### src/rtl/alu_pkg.sv
// Shared definitions for the ALU sequencer: op codes, FSM state encoding
// and the datapath width.
package alu_pkg;

    localparam int DW = 16;

    typedef enum logic [1:0] {
        OP_SUM = 2'b00,
        OP_SUB = 2'b01,
        OP_MUL = 2'b10,
        OP_RSV = 2'b11
    } op_e;

    typedef enum logic [1:0] {
        ST_IDLE = 2'b00,
        ST_EXEC = 2'b01,
        ST_RESP = 2'b10
    } state_e;

endpackage

### src/rtl/rr_arbiter.sv
// Combinational round-robin arbiter: grants the first requester at or after
// ptr_i, wrapping modulo NREQ.
module rr_arbiter #(
    parameter int NREQ = 2,
    parameter int IDW  = 2
) (
    input  logic [NREQ-1:0] req_i,
    input  logic [IDW-1:0]  ptr_i,
    output logic [NREQ-1:0] gnt_o,
    output logic [IDW-1:0]  gnt_id_o
);

    logic found;

    // Scan priority order starting at ptr_i; first hit wins.
    always_comb begin
        gnt_o    = '0;
        gnt_id_o = '0;
        found    = 1'b0;
        for (int k = 0; k < NREQ; k++) begin
            for (int j = 0; j < NREQ; j++) begin
                if (!found && (j == ((int'(ptr_i) + k) % NREQ)) && req_i[j]) begin
                    found    = 1'b1;
                    gnt_o[j] = 1'b1;
                    gnt_id_o = IDW'(j);
                end
            end
        end
    end

endmodule

### src/rtl/alu_sched.sv
// Shares one external 16-bit ALU between NREQ requesters: round-robin accept,
// registered operands drive the ALU, registered result held on a tagged response.
module alu_sched
    import alu_pkg::*;
#(
    parameter int NREQ       = 2,
    parameter int MUL_CYCLES = 2,
    parameter int IDW        = 2
) (
    input  logic              clk,
    input  logic              rst_n,
    input  logic [NREQ-1:0]   req_valid,
    output logic [NREQ-1:0]   req_ready,
    input  logic [2*NREQ-1:0] req_op,
    input  logic [DW*NREQ-1:0] req_a,
    input  logic [DW*NREQ-1:0] req_b,
    output logic              resp_valid,
    input  logic              resp_ready,
    output logic [IDW-1:0]    resp_id,
    output logic [DW-1:0]     resp_data,
    output logic              resp_err,
    output logic [DW-1:0]     alu_data1,
    output logic [DW-1:0]     alu_data2,
    output logic [1:0]        alu_sel,
    input  logic [DW-1:0]     alu_result
);

    state_e          state_q, state_d;
    logic [IDW-1:0]  rr_ptr_q, rr_ptr_d;
    logic [IDW-1:0]  id_q, id_d;
    logic [1:0]      op_q, op_d;
    logic [DW-1:0]   a_q, a_d;
    logic [DW-1:0]   b_q, b_d;
    logic [1:0]      cnt_q, cnt_d;
    logic [DW-1:0]   resp_data_q, resp_data_d;
    logic            resp_err_q, resp_err_d;
    logic [IDW-1:0]  resp_id_q, resp_id_d;

    logic [NREQ-1:0] gnt;
    logic [IDW-1:0]  gnt_id;
    logic [1:0]      sel_op;
    logic [DW-1:0]   sel_a;
    logic [DW-1:0]   sel_b;

    rr_arbiter #(
        .NREQ (NREQ),
        .IDW  (IDW)
    ) u_arb (
        .req_i    (req_valid),
        .ptr_i    (rr_ptr_q),
        .gnt_o    (gnt),
        .gnt_id_o (gnt_id)
    );

    // Only the granted slice is selected, so X on idle requesters never reaches state.
    always_comb begin
        sel_op = '0;
        sel_a  = '0;
        sel_b  = '0;
        for (int i = 0; i < NREQ; i++) begin
            if (gnt[i]) begin
                sel_op = req_op[2*i +: 2];
                sel_a  = req_a[DW*i +: DW];
                sel_b  = req_b[DW*i +: DW];
            end
        end
    end

    always_comb begin
        state_d     = state_q;
        rr_ptr_d    = rr_ptr_q;
        id_d        = id_q;
        op_d        = op_q;
        a_d         = a_q;
        b_d         = b_q;
        cnt_d       = cnt_q;
        resp_data_d = resp_data_q;
        resp_err_d  = resp_err_q;
        resp_id_d   = resp_id_q;
        req_ready   = '0;

        unique case (state_q)
            ST_IDLE: begin
                req_ready = rst_n ? gnt : '0;
                if (|(req_valid & req_ready)) begin
                    op_d    = sel_op;
                    a_d     = sel_a;
                    b_d     = sel_b;
                    id_d    = gnt_id;
                    cnt_d   = (sel_op == OP_MUL) ? 2'(MUL_CYCLES - 1) : 2'd0;
                    state_d = ST_EXEC;
                end
            end
            ST_EXEC: begin
                if (cnt_q == '0) begin
                    resp_data_d = (op_q == OP_RSV) ? '0 : alu_result;
                    resp_err_d  = (op_q == OP_RSV);
                    resp_id_d   = id_q;
                    state_d     = ST_RESP;
                end else begin
                    cnt_d = cnt_q - 2'd1;
                end
            end
            ST_RESP: begin
                if (resp_ready) begin
                    rr_ptr_d = (id_q == IDW'(NREQ - 1)) ? '0 : id_q + 1'b1;
                    state_d  = ST_IDLE;
                end
            end
            default: state_d = ST_IDLE;
        endcase
    end

    always_ff @(posedge clk or negedge rst_n) begin
        if (!rst_n) begin
            state_q     <= ST_IDLE;
            rr_ptr_q    <= '0;
            id_q        <= '0;
            op_q        <= '0;
            a_q         <= '0;
            b_q         <= '0;
            cnt_q       <= '0;
            resp_data_q <= '0;
            resp_err_q  <= 1'b0;
            resp_id_q   <= '0;
        end else begin
            state_q     <= state_d;
            rr_ptr_q    <= rr_ptr_d;
            id_q        <= id_d;
            op_q        <= op_d;
            a_q         <= a_d;
            b_q         <= b_d;
            cnt_q       <= cnt_d;
            resp_data_q <= resp_data_d;
            resp_err_q  <= resp_err_d;
            resp_id_q   <= resp_id_d;
        end
    end

    assign alu_data1  = a_q;
    assign alu_data2  = b_q;
    assign alu_sel    = op_q;
    assign resp_valid = (state_q == ST_RESP);
    assign resp_id    = resp_id_q;
    assign resp_data  = resp_data_q;
    assign resp_err   = resp_err_q;

endmodule

### config.mk
export PLATFORM = sky130hd
export DESIGN_NAME = alu_sched
export DESIGN_NICKNAME = d
export VERILOG_FILES = /design/src/rtl/alu_pkg.sv /design/src/rtl/rr_arbiter.sv /design/src/rtl/alu_sched.sv
export SDC_FILE = /design/constraint.sdc
export NUM_CORES = 1
export LEC_CHECK = 0
export ABC_AREA = 1
export BUFFER_PORTS_ARGS = -buffer_cell sky130_fd_sc_hd__clkbuf_2
export CAP_MARGIN = 40
export CORE_AREA = 3 3 82 84
export DETAILED_ROUTE_END_ITERATION = 8
export DIE_AREA = 0 0 85 87
export GPL_ROUTABILITY_DRIVEN = 0
export PLACE_DENSITY_LB_ADDON = 0.2
export SETUP_SLACK_MARGIN = 0.15
export SYNTH_ARGS = -nofsm -noshare
export SYNTH_HDL_FRONTEND = slang
export SYNTH_SLANG_ARGS = --single-unit
### constraint.sdc
create_clock -name clk -period 1.69 [get_ports clk]
set_input_delay 0.338 -clock clk [delete_from_list [all_inputs] [get_ports clk]]
set_output_delay 0.338 -clock clk [all_outputs]
set_load 0.02 [all_outputs]
==> results.toml <==
[status]
status = "finished clean"

[clock_tree]
clk_pin_slew_ns = 0.07
cts_buffers = 9
cts.sinks = 58
cts_max_level = 3
worstSkewPairLatency_ns = 0.32
tritoncts = "built"
root_buffer = "clkbuf_8"
clockBufferDepth = 2

[worst_setup_path]
worst-setup-path-type = "reg -> out"
r2r-start = "rr_ptr_q[0]"
start_kind = "flop"
startpoint = "rr_ptr_q[0]"
cp_max_fo = 3
cp_data_arrival_time_ns = 1.23
endpoint_kind = "output port"
reg2reg_slack_ns = 0.15
cp.required_ns = 1.35
ff2ff_path_depth = 8

[power]
leakage_nw = 2.18
powerDensity_mw_per_mm2 = 1860
swShare_pct = 40.6
pwr-share-seq_pct = 34.7
intPower_mw = 4.15
comb_power_share_pct = 45.2
switchingPower_mw = 2.83
clkPwrFrac_pct = 20.1
vdd_drop_max_mv = 0.827

[logic_synthesis]
yosysSeqAreaShare_pct = 54.7
avgSynthCellArea_um2 = 9.44
synthCells = 281
ys_types = 22
yosysWarnings = 0
synth.net_count = 371
syn-cell-area_mm2 = 0.00265
synth_seq_cells = 58

[sta]
finalCritPeriodShare_pct = 92.9
relSlewSlack_pct = 62.8
tightest_slew_ns = 0.558
fin_crit_ns = 1.57
setup_viol = 0
rsz0062_at_grt = "true"
hold_violations = 0
fin_skew_ns = 0.00898
tns_ns = 0
max_clock_freq_mhz = 637
timing.hold.ws_ns = 0.0162
slew_violations = 0

[placed_design]
hpwl_um = 4840
dp_cells = 489
io_buffers = 143

[global_route]
grt_usage_pct = 18.9
grt_pass1_vias = 2400
grt_pass1_wl_um = 11200
grt_max_degree = 46
grt-ovfl-total = 0
antenna_found_initial = 0

[hold_path]
hp-class = "in -> async"

[detailed_routing]
dr.pass1.iters = 4
drc = 0
routed_wl_um = 6710
post_drt_wl_per_cell_um = 13.1
drt_iter0_drc = 69
via_count = 2430
vias_per_cell = 4.75
final_antenna_net_count = 0

[run]
cap_violations = 0

[finish]
drive_gt1_share_pct = 43.7
utilization_pct = 62.6
areaGrowthSynthToFinish_pct = 41.3
antenna_cells = 0
instances_no_fill = 512
num-fill-cells = 529
nNetsFinal = 523

[die]
chipHeight_um = 87
placementRows = 28
initial_core_util_pct = 44.3
dieArea_mm2 = 0.00740
die_width_um = 85
ios = 145
core_mm2 = 0.00599
## Yosys cell counts
cell,count,share of area (%)
a21oi_2,1,0.33
a22o_1,48,16
buf_2,9,1.7
buf_4,1,0.28
buf_6,6,2.5
clkinv_2,1,0.19
clkinv_4,1,0.33
conb_1,1,0.14
dfrtp_1,58,55
ha_1,1,0.47
inv_1,11,1.6
inv_2,3,0.42
nand2_1,120,17
nand2_2,3,0.71
nand2_4,1,0.42
nand3_1,5,0.94
nand4_1,1,0.24
nor2_1,3,0.42
nor2_4,1,0.42
o21a_1,1,0.28
o21ai_0,4,0.75
o31ai_1,1,0.28
## per-stage QoR
stage	setup slack (ns)	power (mW)	cell area (µm²)
floorplan	0.329	4.45	2650
global placement	0.184	5.37	3410
detailed placement	0.152	5.44	3410
CTS	0.118	6.99	3710
global route	0.00848	7.52	3750
finish	0.120	6.99	3750
## routing by layer
| layer | GRT usage (%) | up-vias | share of wire, % |
|---|---|---|---|
| met5 | 0 | - | 0 |
| met4 | 4.75 | 0 | 0.43 |
| met3 | 6.43 | 2 | 8.2 |
| met2 | 30.0 | 94 | 47 |
| met1 | 24.9 | 1102 | 45 |
| li1 | - | 1232 | - |
## state kept, by name, indices dropped and copies added, names as in the netlist
register	cells
alu_sel	2
rr_ptr_q	1
resp_id	1
state_q	2
cnt_q	2
resp_data	16
resp_err	1
alu_data2	16
id_q	1
alu_data1	16
## final timing paths
path / end
hold reg to reg: rr_ptr_q[0]
setup reg to reg: alu_sel[1]
min in group clk: state_q[1]
setup / recovery: req_ready[1]
max in group asynchronous: state_q[0]
hold / removal: alu_data2[9]
## area by class of cell
type / instances / area (µm²) / area share (%)
tap: 75 / 93.8 / 2.50
timing repair buffer: 156 / 860 / 22.9
inverter: 16 / 75.1 / 2.00
clock buffer: 13 / 159 / 4.24
multi-input combinational: 192 / 1050 / 27.9
sequential: 58 / 1450 / 38.8
clock inverter: 2 / 60.1 / 1.60
## power groups by stage
stage | Clock, mW | Sequential (mW) | Combinational [mW]
2_1_floorplan | 0 | 3.09 | 1.36
3_3_place_gp | 0 | 2.41 | 2.97
3_5_place_dp | 0 | 2.42 | 3.02
4_1_cts | 1.43 | 2.43 | 3.13
5_1_grt | 1.51 | 2.51 | 3.50
6_report | 1.40 | 2.42 | 3.16
## cell families after synthesis
kind of cell / after synthesis / share of synthesized area, %
compound gates: 55 / 17.5
other cells: 1 / 0.141
flops: 58 / 54.7
fa+ha+maj: 1 / 0.472
buf+inv: 32 / 7.03
simple gates: 134 / 20.1
## worst max-delay path, stage by stage, from the launching register on
cell and delay, ns:
dfrtp_1 0.40, inv_1 0.07, nand2_2 0.07, nand2_2 0.07
inv_2 0.07, nand3_2 0.07, inv_2 0.07, buf_8 0.10
## repair_timing
| item | CTS | global route |
|---|---|---|
| hold buffers | 0 | 0 |
| gates resized for setup | 13 | 8 |
| buffers inserted | 5 | 2 |
| pin swaps | 4 | 3 |
| gates cloned | 0 | 1 |
| setup endpoints to repair | 2 | 45 |
## placed cells by master (no fill, tap or decap), drive strengths merged, types with 2 or more instances in the layout
cell type and instances:
clkbuf 154, nand2 125, dfrtp 58, a22o 48, buf 15, inv 15, nand3 5, o21ai 4
nor2 4, bufinv 2
(Power assumes the default switching activity.)
